--- src/rtl/rectangle_pkg.sv ---
// rtl/rectangle_pkg.sv - shared constants, S-boxes and FSM type for the RECTANGLE decrypt core
package rectangle_pkg;

    localparam int NROUNDS = 25;
    localparam int ROW_W   = 16;
    localparam int BLOCK_W = 64;

    // Encrypt-direction left-rotation per row; decryption rotates right by the same amounts.
    localparam int ROT [4] = '{0, 1, 12, 13};

    localparam logic [3:0] SBOX [16] = '{
        4'h6, 4'h5, 4'hC, 4'hA, 4'h1, 4'hE, 4'h7, 4'h9,
        4'hB, 4'h0, 4'h3, 4'hD, 4'h8, 4'hF, 4'h4, 4'h2
    };

    localparam logic [3:0] INV_SBOX [16] = '{
        4'h9, 4'h4, 4'hF, 4'hA, 4'hE, 4'h1, 4'h0, 4'h6,
        4'hC, 4'h7, 4'h3, 4'h8, 4'h2, 4'hB, 4'h5, 4'hD
    };

    typedef enum logic [1:0] {
        ST_IDLE,
        ST_ROUND,
        ST_DONE
    } fsm_t;

    function automatic logic [ROW_W-1:0] rotr_row(input logic [ROW_W-1:0] x, input int n);
        return (x >> n) | (x << (ROW_W - n));
    endfunction

endpackage

--- src/rtl/rectangle_inv_round.sv ---
// rtl/rectangle_inv_round.sv - combinational inverse round: InvShiftRow, InvSubColumn, AddRoundKey
module rectangle_inv_round
    import rectangle_pkg::*;
(
    input  logic [BLOCK_W-1:0] state_i,
    input  logic [BLOCK_W-1:0] rk_i,
    output logic [BLOCK_W-1:0] state_o
);

    logic [BLOCK_W-1:0] shifted;
    logic [BLOCK_W-1:0] subbed;
    logic [3:0]         nib;

    always_comb begin
        shifted = '0;
        for (int r = 0; r < 4; r++) begin
            shifted[r*ROW_W +: ROW_W] = rotr_row(state_i[r*ROW_W +: ROW_W], ROT[r]);
        end
    end

    // Each column is one S-box lane: bit j of rows 3..0 forms the nibble.
    always_comb begin
        subbed = '0;
        nib    = '0;
        for (int j = 0; j < ROW_W; j++) begin
            nib = INV_SBOX[{shifted[3*ROW_W+j], shifted[2*ROW_W+j],
                            shifted[ROW_W+j],   shifted[j]}];
            subbed[j]         = nib[0];
            subbed[ROW_W+j]   = nib[1];
            subbed[2*ROW_W+j] = nib[2];
            subbed[3*ROW_W+j] = nib[3];
        end
    end

    assign state_o = subbed ^ rk_i;

endmodule

--- src/rtl/rectangle_decrypt_core.sv ---
// rtl/rectangle_decrypt_core.sv - iterative RECTANGLE decryption, one round per clock; RECT_DEC_DBG_STATE_EN adds dbg_state/dbg_round ports
module rectangle_decrypt_core #(
    parameter int NROUNDS = rectangle_pkg::NROUNDS,
    parameter int IDX_W   = 5
) (
    input  logic             clk,
    input  logic             rst_n,
    input  logic             in_valid,
    output logic             in_ready,
    input  logic [63:0]      in_data,
    output logic [IDX_W-1:0] rk_idx,
    input  logic [63:0]      rk,
    output logic             out_valid,
    input  logic             out_ready,
    output logic [63:0]      out_data
`ifdef RECT_DEC_DBG_STATE_EN
    ,
    output logic [63:0]      dbg_state,
    output logic [IDX_W-1:0] dbg_round
`endif
);

    import rectangle_pkg::*;

    localparam logic [IDX_W-1:0] LAST_IDX = IDX_W'(NROUNDS);

    fsm_t               fsm_q, fsm_d;
    logic [IDX_W-1:0]   ctr_q, ctr_d;
    logic [BLOCK_W-1:0] state_q, state_d;
    logic [BLOCK_W-1:0] out_q, out_d;
    logic [BLOCK_W-1:0] round_out;

    rectangle_inv_round u_inv_round (
        .state_i (state_q),
        .rk_i    (rk),
        .state_o (round_out)
    );

    always_ff @(posedge clk or negedge rst_n) begin
        if (!rst_n) begin
            fsm_q   <= ST_IDLE;
            ctr_q   <= '0;
            state_q <= '0;
            out_q   <= '0;
        end else begin
            fsm_q   <= fsm_d;
            ctr_q   <= ctr_d;
            state_q <= state_d;
            out_q   <= out_d;
        end
    end

    // rk_idx decodes only from registered state so the key store sees a stable index.
    always_comb begin
        fsm_d     = fsm_q;
        ctr_d     = ctr_q;
        state_d   = state_q;
        out_d     = out_q;
        in_ready  = 1'b0;
        out_valid = 1'b0;
        rk_idx    = LAST_IDX;
        case (fsm_q)
            ST_IDLE: begin
                in_ready = 1'b1;
                if (in_valid) begin
                    state_d = in_data ^ rk;
                    ctr_d   = LAST_IDX - IDX_W'(1);
                    fsm_d   = ST_ROUND;
                end
            end
            ST_ROUND: begin
                rk_idx  = ctr_q;
                state_d = round_out;
                if (ctr_q == '0) begin
                    out_d = round_out;
                    fsm_d = ST_DONE;
                end else begin
                    ctr_d = ctr_q - IDX_W'(1);
                end
            end
            ST_DONE: begin
                out_valid = 1'b1;
                if (out_ready) begin
                    fsm_d = ST_IDLE;
                end
            end
            default: fsm_d = ST_IDLE;
        endcase
    end

    assign out_data = out_q;

`ifdef RECT_DEC_DBG_STATE_EN
    assign dbg_state = state_q;
    assign dbg_round = ctr_q;
`endif

endmodule

--- config.mk ---
export PLATFORM = sky130hd
export DESIGN_NAME = rectangle_decrypt_core
export DESIGN_NICKNAME = d
export VERILOG_FILES = /design/src/rtl/rectangle_pkg.sv /design/src/rtl/rectangle_inv_round.sv /design/src/rtl/rectangle_decrypt_core.sv
export SDC_FILE = /design/constraint.sdc
export NUM_CORES = 1
export LEC_CHECK = 0
export ABC_AREA = 1
export CAP_MARGIN = 0
export CELL_PAD_IN_SITES_DETAIL_PLACEMENT = 1
export CELL_PAD_IN_SITES_GLOBAL_PLACEMENT = 2
export CORE_MARGIN = 1.5
export CORE_UTILIZATION = 28
export DETAILED_ROUTE_END_ITERATION = 10
export PLACE_DENSITY = 0.92
export SYNTH_ARGS = -nofsm -noshare
export SYNTH_HDL_FRONTEND = slang
export SYNTH_SLANG_ARGS = --single-unit
--- constraint.sdc ---
create_clock -name clk -period 2.2 [get_ports clk]
set_clock_uncertainty 0.15 [all_clocks]
set_input_delay 0.22 -clock clk [delete_from_list [all_inputs] [get_ports clk]]
set_output_delay 0.22 -clock clk [all_outputs]
set_load 0.05 [all_outputs]
==> summary.log, run 1 <==
INFO  power          irDropWorstVdd=0.721mV
INFO  sta            final-setup-viol-count=0
INFO  clock_network  clk_latency=0.43ns
INFO  sta            finalMaxSlewViolations=0
INFO  clock_network  cts-buffers-inserted=17
INFO  cells_and_area fill_cells=4240
INFO  power          power_per_cell_area=1760mW/mm^2
INFO  sta            max_clock_freq=0.488GHz
INFO  worst_setup_path critical-path-slowest-cell=sky130_fd_sc_hd__clkdlybuf4s50_1
INFO  route          routed_wire_length_per_instance=16.8um
INFO  die            initial_core_util=28.6%
INFO  worst_setup_path crit_type=reg2out
INFO  die            fp.dieH=189um
INFO  clock_network  htree_levels=4
INFO  outcome        result_of_the_run=completed
INFO  place          io_buffer_count=202
INFO  cells_and_area area_growth_from_synthesis_to_final_layout=33.8%
INFO  cells_and_area final_cell_count_no_fill=2088
INFO  global_route   grt-ovfl-total=0
INFO  worst_setup_path start_kind=flop
INFO  route          drcViolationCount=0
INFO  route          final_wirelength=35.0mm
INFO  clock_network  cts_max_path_buffers=2
INFO  sta            rsz0062_at_grt=no
INFO  global_route   pin_count_of_the_biggest_net_entering_global_routing=55
INFO  yosys          synth_largest_area_cell=sky130_fd_sc_hd__dfrtp_1
INFO  route          drtAntennaViolNets=0
INFO  route          first_iter_violations=455
INFO  worst_setup_path critical_path.n_buffers_inverters=1
INFO  clock_network  tritoncts_clock_tree=done
INFO  clock_network  clock_edge_transition_at_the_registers_on_the_reported_setup_and_hold_paths=0.07ns
INFO  sta            layout_min_cycle_time=2.05ns
INFO  global_route   grt_pass1_wl=56.6mm
INFO  global_route   grt_antenna_before_repair=0
INFO  sta            fin_crit_share=93.2%
INFO  cells_and_area mostFrequentLayoutCell=sky130_fd_sc_hd__nand2_1
INFO  yosys          synth_seq_cells=135
INFO  sta            worstMarginPinSlew=0.588ns
INFO  yosys          synthesis.instances=1428
INFO  clock_network  clock_tree.root_cell=sky130_fd_sc_hd__clkbuf_16
INFO  sta            finalHoldWorstSlack=0.127ns
INFO  worst_setup_path cp.required=1.83ns
INFO  worst_setup_path crit_path_end_kind=primary output
INFO  worst_setup_path worst_case_register_to_register_setup_slack=0.24ns
INFO  route          drt_first_pass_iters=5
INFO  worst_setup_path critical_path_peak_fanout=2
INFO  place          numPlacedInstances=2055
INFO  worst_setup_path endpoint_of_the_most_critical_register_to_register_path=out_data[25]
INFO  clock_network  post-cts-setup-buffer-count=0
INFO  route          via_count=10182
INFO  worst_setup_path path_cells=clkdlybuf4s50_1
INFO  place          gp_congestion=0.839
INFO  yosys          synth_area_leaders=sky130_fd_sc_hd__dfrtp_1 (35%), sky130_fd_sc_hd__nand2_1 (16%), sky130_fd_sc_hd__nand3_1 (9.2%), sky130_fd_sc_hd__ha_1 (8.3%), sky130_fd_sc_hd__o21ai_0 (6.1%)
INFO  worst_setup_path arrival=1.68ns
INFO  sta            slew_headroom=60.7%
INFO  die            io_pins=203
INFO  die            die_area=0.0356sqmm
INFO  die            die_w=189um
INFO  yosys          netlist_area=0.00964sqmm
INFO  job            cap_viol_max_count=0
INFO  route          vias_per_cell=4.88
INFO  sta            hold_violation_total_from_the_final_report=0
INFO  place          hpwl=26.6mm
INFO  yosys          seq_area_frac_synth=35.0%
INFO  power          totalPowerFinal=22.7mW
INFO  yosys          yosysWarningCount=0
INFO  worst_setup_path crit-reg2reg-launch=ctr_q[0]
INFO  sta            setup_total_negative_slack=0ns
INFO  yosys          postSynthAreaPerCell=6.75squm
INFO  cells_and_area layout-drive-gt1-share=4.09%
INFO  power          p_leak=6.40nW
INFO  die            design.core.area=0.0337sqmm
INFO  global_route   grt_pass1_vias=10669
INFO  clock_network  cts.sink_count=135
INFO  yosys          synth_largest_type_area_fraction=35.0%
INFO  hold_path      hold_path_class=in2async
INFO  yosys          yosysUniqueCellTypes=27
INFO  worst_setup_path critPathTopFamily=buffers and inverters
INFO  global_route   global_route.usage.total=20.2%
INFO  cells_and_area nNetsFinal=1823
INFO  cells_and_area final_cell_mix=sky130_fd_sc_hd__nand2_1 (411), sky130_fd_sc_hd__clkdlybuf4s50_1 (194), sky130_fd_sc_hd__nand3_1 (177), sky130_fd_sc_hd__inv_1 (144), sky130_fd_sc_hd__nor2_1 (136)
INFO  worst_setup_path r2r.worst_path.cells=9
INFO  cells_and_area num_antenna_cells=0
INFO  yosys          synth.net_count=1624
INFO  die            row_count=67
INFO  worst_setup_path critical-path-max-stage-delay=0.83ns
where the power goes:
group          leakage (nW)  switching, mW  total (mW)  internal [mW]
Combinational          4.58           9.42        14.3           4.86
Sequential             1.51           1.51        5.32           3.80
Clock                 0.304           1.20        3.14           1.94
routing by layer:
layer / wire, um / GRT usage, % / part of all wire [%]
met5: 0 / 0 / 0
met2: 16500 / 34.4 / 47
met3: 1460 / 3.17 / 4.2
met4: 691 / 5.92 / 2.0
met1: 16400 / 26.3 / 47
flip-flops by register name, indices dropped and copies added (netlist names):
signal    count
fsm_q         2
out_data     64
state_q      64
ctr_q         5
stage by stage:
stage | utilization [%] | worst slack [ns] | area [sq um]
2_1_floorplan | - | 0.280 | 9640
3_3_place_gp | 36.4 | 0.336 | 12300
3_5_place_dp | 36.4 | 0.228 | 12300
4_1_cts | 38.3 | 0.118 | 12900
5_1_grt | 38.3 | 0.0633 | 12900
6_report | 38.3 | 0.149 | 12900
worst max-delay path by stage:
stage	slack [ns]	depth (start not counted)	startpoint	endpoint
after floorplan	0.28	5	fsm_q[1]	rk_idx[1]
after global placement	0.34	9	ctr_q[0]	out_data[41]
after detailed placement	0.23	9	ctr_q[0]	out_data[25]
after CTS	0.12	1	out_data[33]	out_data[33]
after global routing	0.06	4	fsm_q[0]	rk_idx[1]
final	0.15	1	out_data[33]	out_data[33]
layout make-up:
type                    instances  area [sq um]  area share [%]
inverters                     149           562            4.35
flip-flops and latches        135          3380            26.2
clock buffers                  19           443            3.43
well taps                     448           561            4.34
multi-input cells            1102          5480            42.5
repair buffers                222          2290            17.7
clock inverters                13           196            1.52
cells in the mapped netlist:
cell type and n:
sky130_fd_sc_hd__dfrtp_1 135, sky130_fd_sc_hd__a31oi_1 16, sky130_fd_sc_hd__xnor2_1 18, sky130_fd_sc_hd__nand2_4 1
sky130_fd_sc_hd__nor2_2 1, sky130_fd_sc_hd__buf_6 2, sky130_fd_sc_hd__nor2_8 1, sky130_fd_sc_hd__a22oi_1 1
sky130_fd_sc_hd__nand3b_1 17, sky130_fd_sc_hd__buf_4 8, sky130_fd_sc_hd__inv_1 144, sky130_fd_sc_hd__nand2_1 412
sky130_fd_sc_hd__nor2_4 1, sky130_fd_sc_hd__o21ai_0 118, sky130_fd_sc_hd__nand2_2 1, sky130_fd_sc_hd__inv_2 4
sky130_fd_sc_hd__clkbuf_1 15, sky130_fd_sc_hd__a21oi_1 108, sky130_fd_sc_hd__o22ai_1 1, sky130_fd_sc_hd__inv_4 1
sky130_fd_sc_hd__buf_2 17, sky130_fd_sc_hd__xor2_1 1, sky130_fd_sc_hd__nor2_1 136, sky130_fd_sc_hd__nand3_1 177
sky130_fd_sc_hd__ha_1 64, sky130_fd_sc_hd__o21ai_1 27, sky130_fd_sc_hd__o31ai_1 1
cell families (layout without fill, tap and decap cells):
kind of cell               count (synthesis)  after routing  share of synthesized area, %
xor gates and xnor gates                  19             19                          1.73
AOI/OAI and AO/OA                        272            272                          14.4
and+or+nand+nor                          747            747                          32.4
DFF                                      135            135                          35.0
buffers and inverters                    191            403                          8.15
adders and majority gates                 64             64                          8.30
timing repair:
item                                   in CTS  in global routing
setup endpoints to repair                   2                  0
endpoints found under the hold margin     135                  0
gates resized for setup                     2                  0
hold buffers                                1                  0
(Power assumes the default switching activity.)
==> run 2, diff against run 1 <==
--- a/config.mk
+++ b/config.mk
@@ -11,6 +11,7 @@
 export CELL_PAD_IN_SITES_GLOBAL_PLACEMENT = 2
 export CORE_MARGIN = 1.5
 export CORE_UTILIZATION = 28
+export CTS_CLUSTER_DIAMETER = 150
 export DETAILED_ROUTE_END_ITERATION = 10
 export PLACE_DENSITY = 0.92
 export SYNTH_ARGS = -nofsm -noshare
==> constraint.sdc (replaced) <==
create_clock -name clk -period 1.9 [get_ports clk]
set_clock_uncertainty 0.15 [all_clocks]
set_input_delay 0.19 -clock clk [delete_from_list [all_inputs] [get_ports clk]]
set_output_delay 0.19 -clock clk [all_outputs]
set_load 0.05 [all_outputs]
==> summary.log, run 2 (synthesis results as in run 1) <==
INFO  global_route   grt_pass1_wl=57.4mm [was 56.6 mm]
INFO  cells_and_area fill_cells=4218 [was 4240]
INFO  cells_and_area multiInputGateArea=0.00557sqmm [was 0.00548 sq mm]
INFO  power          clkPwrFrac=13.0% [was 13.8%]
INFO  place          numPlacedInstances=2082 [was 2055]
INFO  sta            setup_total_negative_slack=0ns [unchanged]
INFO  sta            final-setup-viol-count=0 [unchanged]
INFO  clock_network  clock_tree.root_cell=sky130_fd_sc_hd__clkbuf_16 [unchanged]
INFO  global_route   global_route.usage.total=20.6% [was 20.2%]
INFO  cells_and_area final_cell_mix=sky130_fd_sc_hd__nand2_1 (406), sky130_fd_sc_hd__nand3_1 (174), sky130_fd_sc_hd__inv_1 (137), sky130_fd_sc_hd__dfrtp_1 (134), sky130_fd_sc_hd__clkdlybuf4s50_1 (130) [was sky130_fd_sc_hd__nand2_1 (411), sky130_fd_sc_hd__clkdlybuf4s50_1 (194), sky130_fd_sc_hd__nand3_1 (177), sky130_fd_sc_hd__inv_1 (144), sky130_fd_sc_hd__nor2_1 (136)]
INFO  die            io_pins=203 [unchanged]
INFO  worst_setup_path worst_case_register_to_register_setup_slack=0.12ns [was 0.24 ns]
INFO  route          drtAntennaViolNets=0 [unchanged]
INFO  power          power_per_cell_area=2050mW/mm^2 [was 1760 mW/mm^2]
INFO  power          power_frac_seq=22.4% [was 23.4%]
INFO  route          routed_wire_length_per_instance=17.2um [was 16.8 um]
INFO  place          pre_cts_slack=-0.0635ns [was 0.228 ns]
INFO  clock_network  cts_max_path_buffers=2 [unchanged]
INFO  sta            finalHoldWorstSlack=0.113ns [was 0.127 ns]
INFO  clock_network  cts.sink_count=135 [unchanged]
INFO  job            cap_viol_max_count=0 [unchanged]
INFO  worst_setup_path crit_path_end_kind=primary output [unchanged]
INFO  power          p_comb_share=64.6% [was 62.8%]
INFO  sta            layout_setup_ws=0.0778ns [was 0.149 ns]
INFO  route          drt_first_pass_iters=4 [was 5]
INFO  die            die_area=0.0356sqmm [unchanged]
INFO  worst_setup_path cp.required=1.56ns [was 1.83 ns]
INFO  sta            finalMaxSlewViolations=0 [unchanged]
INFO  place          io_buffer_count=202 [unchanged]
INFO  worst_setup_path critical_path_peak_fanout=36 [was 2]
INFO  power          p_leak=6.62nW [was 6.40 nW]
INFO  outcome        result_of_the_run=completed [unchanged]
INFO  die            design.core.area=0.0337sqmm [unchanged]
INFO  die            die_w=189um [unchanged]
INFO  sta            layout_min_cycle_time=1.82ns
INFO  clock_network  clock_edge_transition_at_the_registers_on_the_reported_setup_and_hold_paths=0.07ns [about the same]
INFO  route          final_wirelength=36.5mm [was 35.0 mm]
INFO  die            initial_core_util=28.6% [unchanged]
INFO  power          irDropWorstVdd=0.714mV [was 0.721 mV]
INFO  cells_and_area final_cell_count_no_fill=2124 [was 2088]
INFO  sta            max_clock_freq=0.549GHz
INFO  sta            hold_violation_total_from_the_final_report=0 [unchanged]
INFO  cells_and_area area_growth_from_synthesis_to_final_layout=36.3% [was 33.8%]
INFO  global_route   grt_antenna_before_repair=1 [was 0]
INFO  cells_and_area num_antenna_cells=0 [unchanged]
INFO  die            fp.dieH=189um [unchanged]
INFO  clock_network  tritoncts_clock_tree=done [unchanged]
INFO  place          hpwl=27.9mm [was 26.6 mm]
INFO  global_route   grt-ovfl-total=0 [unchanged]
INFO  global_route   grt_pass1_vias=10784 [was 10669]
INFO  worst_setup_path crit_type=reg2out [unchanged]
INFO  clock_network  cts-buffers-inserted=17 [unchanged]
INFO  power          intPower=12.4mW [was 10.6 mW]
INFO  hold_path      hold_path_class=in2async [unchanged]
INFO  worst_setup_path start_kind=flop [unchanged]
INFO  cells_and_area nNetsFinal=1859 [was 1823]
INFO  sta            fin_crit_share=95.9%
INFO  global_route   pin_count_of_the_biggest_net_entering_global_routing=41 [was 55]
INFO  cells_and_area final-seq-area=0.00338sqmm [about the same]
INFO  sta            slew_headroom=66.2% [was 60.7%]
INFO  die            row_count=67 [unchanged]
INFO  worst_setup_path arrival=1.48ns [was 1.68 ns]
INFO  cells_and_area mostFrequentLayoutCell=sky130_fd_sc_hd__nand2_1 [unchanged]
INFO  place          gp_congestion=0.840 [was 0.839]
INFO  route          first_iter_violations=461 [was 455]
INFO  sta            worstMarginPinSlew=0.508ns [was 0.588 ns]
INFO  power          total_switching_power=14.5mW [was 12.1 mW]
INFO  cells_and_area layout-drive-gt1-share=11.0% [was 4.09%]
INFO  clock_network  clk_latency=0.43ns [about the same]
INFO  route          via_count=10390 [was 10182]
INFO  route          vias_per_cell=4.89 [was 4.88]
INFO  route          drcViolationCount=0 [unchanged]
INFO  clock_network  htree_levels=4 [unchanged]
INFO  power          power.switching_fraction=53.9% [was 53.4%]
-- run 2: cell count changes in the layout (fill, tap and decap cells not counted), sizes merged, moves of 2 or more --
cell | before | now
buf | 25 | 116
clkdlybuf4s50 | 194 | 130
clkinv | 5 | 7
dlygate4sd2 | 2 | 11
inv | 151 | 149
-- run 2: layer usage --
metal / track usage (%) / up-vias / part of all wire [%]
met5: 0 / - / 0.022
met4: 4.98 / 2 / 1.4
met3: 2.89 / 28 / 4.5
met2: 35.8 / 188 / 49
met1: 26.8 / 5047 / 45
li1: - / 5125 / -
-- run 2: cell type report --
type	instances	share of cell area, %
clock buffers	19	3.37
clock inverters	13	1.18
inverters	149	4.27
multi-input cells	1102	42.4
flip-flops and latches	135	25.7
well taps	448	4.26
repair buffers	258	18.8
-- run 2: what timing repair did --
action,CTS,global route
hold buffers,1,0
pin swaps,0,3
buffers inserted,0,9
resized for setup,15,33
hold endpoints to repair,135,0
endpoints found under the setup margin,15,97
-- run 2: through the flow --
step / utilization, % / instance area [sq um] / total power, mW
2_1_floorplan: - / 9640 / 17.1
3_3_place_gp: 36.8 / 12400 / 22.5
3_5_place_dp: 36.8 / 12400 / 23.2
4_1_cts: 38.6 / 13000 / 26.8
5_1_grt: 39.0 / 13100 / 29.4
6_report: 39.0 / 13100 / 27.0
-- run 2: worst max-delay path, stage by stage, from the launching register on --
cell and delay, ns:
sky130_fd_sc_hd__dfrtp_1 0.39, sky130_fd_sc_hd__inv_2 0.11, sky130_fd_sc_hd__nand2_4 0.09, sky130_fd_sc_hd__buf_12 0.19, sky130_fd_sc_hd__nor2_4 0.12, sky130_fd_sc_hd__buf_12 0.14
-- run 2: final timing paths --
path | cells past startpoint | startpoint | to
min reg2reg | 2 | out_data[13] | out_data[13]
max reg2reg | 10 | state_q[6] | out_data[38]
min | 2 | rst_n | out_data[24]
max in group asynchronous | 3 | rst_n | state_q[16]
max | 5 | fsm_q[1] | rk_idx[2]
min in group clk | 2 | out_ready | fsm_q[1]
-- run 2: power by group through the flow --
stage | registers (mW) | logic, mW | clock network [mW]
floorplan | 7.92 | 9.21 | 0
global placement | 6.03 | 16.5 | 0
detailed placement | 6.04 | 17.2 | 0
CTS | 6.03 | 17.2 | 3.57
global route | 6.26 | 19.5 | 3.66
finish | 6.04 | 17.4 | 3.50
==> run 3, diff against run 2 <==
--- a/config.mk
+++ b/config.mk
@@ -14,6 +14,7 @@
 export CTS_CLUSTER_DIAMETER = 150
 export DETAILED_ROUTE_END_ITERATION = 10
 export PLACE_DENSITY = 0.92
+export SLEW_MARGIN = 20
 export SYNTH_ARGS = -nofsm -noshare
 export SYNTH_HDL_FRONTEND = slang
 export SYNTH_SLANG_ARGS = --single-unit
==> results of run 3 <==
No change in the layout: final DEF, timing and power equal those of run 2.
